**src/rtl/wb_arbiter.sv**
```systemverilog
// Register-file writeback arbiter: round-robin grant among NREQ requesters, one registered write stage,
// and a forwarding lookup into that stage. Define WB_ARBITER_FIXED_PRIO_EN for lowest-index-wins priority.
module wb_arbiter #(
   parameter int NREQ = 3,
   parameter int AW   = 5,
   parameter int DW   = 32
) (
   input  logic                 clk,
   input  logic                 rst,
   input  logic                 stall,
   input  logic [NREQ-1:0]      req_valid,
   output logic [NREQ-1:0]      req_ready,
   input  logic [NREQ*AW-1:0]   req_addr,
   input  logic [NREQ*DW-1:0]   req_data,
   output logic                 rf_wen,
   output logic [AW-1:0]        rf_waddr,
   output logic [DW-1:0]        rf_wdata,
   input  logic [AW-1:0]        fwd_addr,
   output logic                 fwd_hit,
   output logic [DW-1:0]        fwd_data
);

   localparam int PW = $clog2(NREQ);

   logic          found;
   logic [PW-1:0] win;
   logic          xfer;
   logic [AW-1:0] sel_addr;
   logic [DW-1:0] sel_data;

   logic          pend_valid_q, pend_valid_d;
   logic [AW-1:0] pend_addr_q, pend_addr_d;
   logic [DW-1:0] pend_data_q, pend_data_d;

`ifdef WB_ARBITER_FIXED_PRIO_EN
   // Scan high to low so the lowest valid index is the last one written.
   always_comb begin
      found = 1'b0;
      win   = '0;
      for (int i = NREQ - 1; i >= 0; i--) begin
         if (req_valid[i]) begin
            found = 1'b1;
            win   = PW'(i);
         end
      end
   end
`else
   logic [PW-1:0] rr_ptr_q, rr_ptr_d;

   // Search starts at rr_ptr and wraps; idx carries one spare bit for the wrap subtraction.
   always_comb begin
      logic [PW:0] idx;
      found = 1'b0;
      win   = '0;
      idx   = '0;
      for (int k = 0; k < NREQ; k++) begin
         idx = {1'b0, rr_ptr_q} + (PW+1)'(k);
         if (idx >= (PW+1)'(NREQ)) idx = idx - (PW+1)'(NREQ);
         if (!found && req_valid[idx[PW-1:0]]) begin
            found = 1'b1;
            win   = idx[PW-1:0];
         end
      end
   end

   always_comb begin
      rr_ptr_d = rr_ptr_q;
      if (xfer) rr_ptr_d = (win == PW'(NREQ - 1)) ? '0 : win + PW'(1);
   end

   always_ff @(posedge clk or negedge rst) begin
      if (!rst) rr_ptr_q <= '0;
      else      rr_ptr_q <= rr_ptr_d;
   end
`endif

   assign xfer = found & ~stall & rst;

   always_comb begin
      req_ready = '0;
      sel_addr  = '0;
      sel_data  = '0;
      for (int i = 0; i < NREQ; i++) begin
         if (win == PW'(i)) begin
            req_ready[i] = xfer;
            sel_addr     = req_addr[i*AW +: AW];
            sel_data     = req_data[i*DW +: DW];
         end
      end
   end

   // x0 writes are consumed but never become a pending write.
   always_comb begin
      pend_valid_d = xfer && (sel_addr != '0);
      pend_addr_d  = pend_addr_q;
      pend_data_d  = pend_data_q;
      if (xfer) begin
         pend_addr_d = sel_addr;
         pend_data_d = sel_data;
      end
   end

   always_ff @(posedge clk or negedge rst) begin
      if (!rst) begin
         pend_valid_q <= 1'b0;
         pend_addr_q  <= '0;
         pend_data_q  <= '0;
      end else begin
         pend_valid_q <= pend_valid_d;
         pend_addr_q  <= pend_addr_d;
         pend_data_q  <= pend_data_d;
      end
   end

   assign rf_wen   = pend_valid_q;
   assign rf_waddr = pend_addr_q;
   assign rf_wdata = pend_data_q;
   assign fwd_hit  = pend_valid_q && (fwd_addr == pend_addr_q) && (fwd_addr != '0);
   assign fwd_data = pend_data_q;

endmodule
```
**config.mk**
```make
export PLATFORM = sky130hd
export DESIGN_NAME = wb_arbiter
export DESIGN_NICKNAME = d
export VERILOG_FILES = /design/src/rtl/wb_arbiter.sv
export SDC_FILE = /design/constraint.sdc
export NUM_CORES = 1
export LEC_CHECK = 0
export ABC_CLOCK_PERIOD_IN_PS = 2400
export CAP_MARGIN = 10
export CORE_ASPECT_RATIO = 0.7
export CORE_MARGIN = 1
export CORE_UTILIZATION = 34
export DETAILED_ROUTE_END_ITERATION = 8
export GPL_TIMING_DRIVEN = 1
export PLACE_DENSITY = 0.85
export REMOVE_ABC_BUFFERS = 1
export SYNTH_ARGS = -nofsm -noshare
export SYNTH_HDL_FRONTEND = slang
export SYNTH_SLANG_ARGS = --single-unit
```
**constraint.sdc**
```tcl
create_clock -name clk -period 2.4 [get_ports clk]
set_clock_uncertainty 0.15 [all_clocks]
set_input_delay 0.36 -clock clk [delete_from_list [all_inputs] [get_ports clk]]
set_output_delay 0.36 -clock clk [all_outputs]
set_load 0.02 [all_outputs]
```
==> results.py, run 1 <==
metrics = {
    "cts": {
        "cts_buffers": 5,
        "cts.htree.levels": 2,
        "cts_max_path_buffers": 2,
        "clock_latency_ns": 0.27,
        "cts.sinks": 40,
        "clk_pin_slew_ns": 0.06,
        "cts_tree": "done",
        "hold_buffers": 0,
        "clock-root-buffer": "clkbuf_16",
    },
    "sta": {
        "fin_crit_ns": 2.66,
        "slew-limit-headroom_pct": 64.0,
        "fin_hold_ws_ns": 0.0801,
        "fmax_ghz": 0.376,
        "setup_viol": 36,
        "drv_slew": 0,
        "fin_crit_sh_pct": 111,
        "rsz0062_at_grt": "yes",
        "worst_pin_slew_ns": 0.539,
        "fin_ws_ns": -0.257,
        "hold_viol_final": 0,
    },
    "pwr": {
        "switching_share_pct": 46.3,
        "internal_power_w": 0.00458,
        "switchingPower_w": 0.00394,
        "power_w": 0.00853,
        "powerDensity_mw_per_mm2": 1470,
        "leakage_nw": 2.30,
        "power_frac_seq_pct": 15.6,
        "p_clk_share_pct": 7.1,
        "vdd_ir_drop_max_v": 0.000807,
        "combPwrFrac_pct": 77.3,
    },
    "global_routing": {
        "overflow": 0,
        "grt_max_degree": 42,
        "grt_pass1_vias": 3303,
        "antenna_found_initial": 0,
        "grt_pass1_wl_um": 16000,
        "grt_use_total_pct": 22.0,
    },
    "detailed_routing": {
        "drc": 0,
        "firstDrtPassIters": 4,
        "viasPerCell": 5.22,
        "route.detailed.wl_per_inst_um": 18.2,
        "wirelength_um": 12000,
        "vias": 3450,
        "antenna_left": 0,
        "drt_iter0_drc": 174,
    },
    "placement": {
        "io_buffers": 195,
        "post-place-ws_ns": -0.674,
        "postPlaceCellArea_sq_mm": 0.00504,
        "dp_hpwl_um": 7960,
        "gp_congestion": 0.876,
    },
    "worst_setup_path": {
        "crit_chain": "ha_4 > mux2i_2 > o211a_1 > a311o_2 > nor3_4 > buf_6",
        "cp.required_ns": 1.89,
        "crit_path_end_kind": "output pin",
        "critPathMaxFanout": 5,
        "worst_path_largest_cell_delay_ns": 0.44,
        "worst-setup-path-type": "reg -> out",
        "critPathLaunchType": "flop",
        "arrival_ns": 2.15,
        "cp_slowest_cell": "dfrtp_2",
    },
    "floorplanning": {
        "die_x_um": 117,
        "placementRows": 29,
        "core-area_sq_mm": 0.00903,
        "fp.dieArea_sq_mm": 0.00968,
        "start_util_pct": 35.0,
        "io_pins": 196,
        "die_h_um": 82.6,
    },
    "logic_synthesis": {
        "yosys.area.top_type": "dfrtp_1",
        "syn_avg_cell_area_sq_um": 9.02,
        "yosysWarnings": 0,
        "synth_cells": 350,
        "ys_ff_latch": 40,
        "async_flop_share_pct": 100,
        "synth_ff_type": "dfrtp_1",
        "netlist_area_sq_mm": 0.00316,
        "synth_edf_count": 0,
        "synth.distinct_cells": 39,
        "yosysSeqAreaShare_pct": 31.7,
        "yosys-top-cells-area": "dfrtp_1 32%, o31ai_2 13%, a211oi_1 11%, buf_4 8.1%, nor3b_1 6.2%",
        "synth_top_area_share_pct": 31.7,
    },
    "layout": {
        "drive_above_1_share_pct": 28.5,
        "antennaDiodeCount": 0,
        "nFillCells": 686,
        "design_area_sq_mm": 0.00581,
        "final_core_util_pct": 64.3,
        "num-nets-final": 665,
        "area_delta_synth_final_pct": 83.8,
    },
    "outcome": {
        "outcome": "finished, violations left",
        "violations": "negative setup slack",
    },
    "job": {
        "drv_cap": 0,
    },
    "min_path": {
        "hold_path_class": "in -> async",
    },
}
[registers in the layout, indices dropped and copies added, names as in the netlist]
register,count
fwd_data,32
rf_waddr,5
rr_ptr_q,2
rf_wen,1
[worst paths after layout]
| path | endpoint | from | slack [ns] | cells after the start |
|---|---|---|---|---|
| setup / recovery | req_ready[0] | rr_ptr_q[1]$_DFFE_PN0P_ | -0.26 | 6 |
| hold / removal | fwd_data[13]$_DFFE_PN0P_ | rst | 0.08 | 2 |
| setup reg to reg | rf_wen$_DFF_PN0_ | rr_ptr_q[1]$_DFFE_PN0P_ | -0.21 | 10 |
| hold reg to reg | fwd_data[19]$_DFFE_PN0P_ | fwd_data[19]$_DFFE_PN0P_ | 0.37 | 2 |
| max in group asynchronous | rr_ptr_q[1]$_DFFE_PN0P_ | rst | 1.62 | 2 |
| min in group clk | fwd_data[19]$_DFFE_PN0P_ | fwd_data[19]$_DFFE_PN0P_ | 0.37 | 2 |
[synthesized netlist by cell type, types with 2 or more instances]
cell and count:
xor2_1 3, a31oi_1 2, o31ai_2 32, nand2_2 10, a311o_1 3, inv_1 17, nand3b_1 2, ha_1 4
clkbuf_1 9, a211oi_1 46, nor2_1 39, o21ai_0 4, nor3b_1 26, mux2i_1 3, nor4_1 2, nor2b_1 2
nand2_1 28, buf_6 8, buf_2 9, a21o_1 3, a21oi_1 2, o21ai_1 4, o31ai_1 2, nor3_1 3
buf_4 34, dfrtp_1 40
[layout make-up]
type | instances | area (sq um) | area share (%)
Inverter | 17 | 63.8 | 1.10
Timing Repair Buffer | 243 | 2470 | 42.6
Multi-Input combinational cell | 232 | 1990 | 34.2
Sequential cell | 40 | 1000 | 17.3
Tap cell | 124 | 155 | 2.67
Clock buffer | 5 | 125 | 2.16
[worst max-delay path, delay by kind of cell (launching register included)]
kind                       cells  cell delay, ns
muxes                          1            0.16
adders and majority gates      1            0.19
AOI/OAI and AO/OA              2            0.70
buffers and inverters          1            0.14
and+or+nand+nor                1            0.24
DFF                            1            0.44
[power by group through the flow]
stage	Combinational (W)	Sequential (W)	Clock (W)
after floorplan	0.00203	0.00198	0
after CTS	0.00560	0.00133	0.000623
after global placement	0.00489	0.00131	0
after detailed placement	0.00505	0.00133	0
after global routing	0.00695	0.00139	0.000652
final	0.00659	0.00133	0.000609
[placed cells by master (no fill, tap or decap), types with 2 or more instances in the layout]
| master | netlist | layout |
|---|---|---|
| a311o_1 | 3 | 2 |
| o31ai_2 | 32 | 32 |
| buf_12 | 0 | 5 |
| a211oi_1 | 46 | 17 |
| o31ai_4 | 0 | 2 |
| buf_6 | 8 | 3 |
| ha_4 | 0 | 3 |
| buf_4 | 34 | 37 |
| a211oi_2 | 0 | 24 |
| nor2_1 | 39 | 38 |
| a211oi_4 | 0 | 5 |
| o21ai_1 | 4 | 4 |
| nand2_1 | 28 | 27 |
| nor2_2 | 1 | 2 |
| dfrtp_1 | 40 | 39 |
| clkbuf_16 | 0 | 8 |
| nand3b_1 | 2 | 2 |
| a21o_1 | 3 | 2 |
| nor3b_1 | 26 | 26 |
| nor3_1 | 3 | 3 |
| o21ai_0 | 4 | 3 |
| inv_2 | 0 | 2 |
| xor2_1 | 3 | 3 |
| clkdlybuf4s50_1 | 0 | 189 |
| nand2_2 | 10 | 11 |
| nor4_1 | 2 | 2 |
| a21oi_1 | 2 | 2 |
| inv_1 | 17 | 15 |
[per-layer routing]
metal | global-route usage, % | vias to the layer above | part of all wire, %
met5 | 0 | - | 0
met2 | 40.6 | 160 | 50
met4 | 8.61 | 0 | 1.9
li1 | - | 1597 | -
met3 | 5.77 | 17 | 7.5
met1 | 24.4 | 1676 | 41
[per-stage QoR]
step,std cells,setup TNS (ns)
after floorplan,289,-79.11
after CTS,646,-2.86
after global placement,634,-8.06
after detailed placement,634,-13.81
after global routing,661,-7.00
final,661,-4.15
[timing repair]
item | CTS | global route
resized for setup | 51 | 50
setup endpoints to repair | 43 | 43
cloned | 1 | 3
setup buffers | 6 | 14
pin swaps | 8 | 43
[cells by family after synthesis]
| group | count (synthesis) | share of synthesized area (%) |
|---|---|---|
| muxes | 3 | 0.951 |
| DFF | 40 | 31.7 |
| and+or+nand+nor | 118 | 19.3 |
| buffers and inverters | 78 | 15.6 |
| AOI/OAI and AO/OA | 103 | 29.8 |
| xor gates and xnor gates | 4 | 1.11 |
| adders and majority gates | 4 | 1.58 |
Note: power is estimated with default switching activity, not from simulation.
==> run 2: changes to the inputs <==
--- a/config.mk
+++ b/config.mk
@@ -6,7 +6,7 @@
 export NUM_CORES = 1
 export LEC_CHECK = 0
 export ABC_CLOCK_PERIOD_IN_PS = 2400
-export CAP_MARGIN = 10
+export CAP_MARGIN = 20
 export CORE_ASPECT_RATIO = 0.7
 export CORE_MARGIN = 1
 export CORE_UTILIZATION = 34
==> results of run 2 <==
Final layout, timing and power as in run 1 (identical DEF).
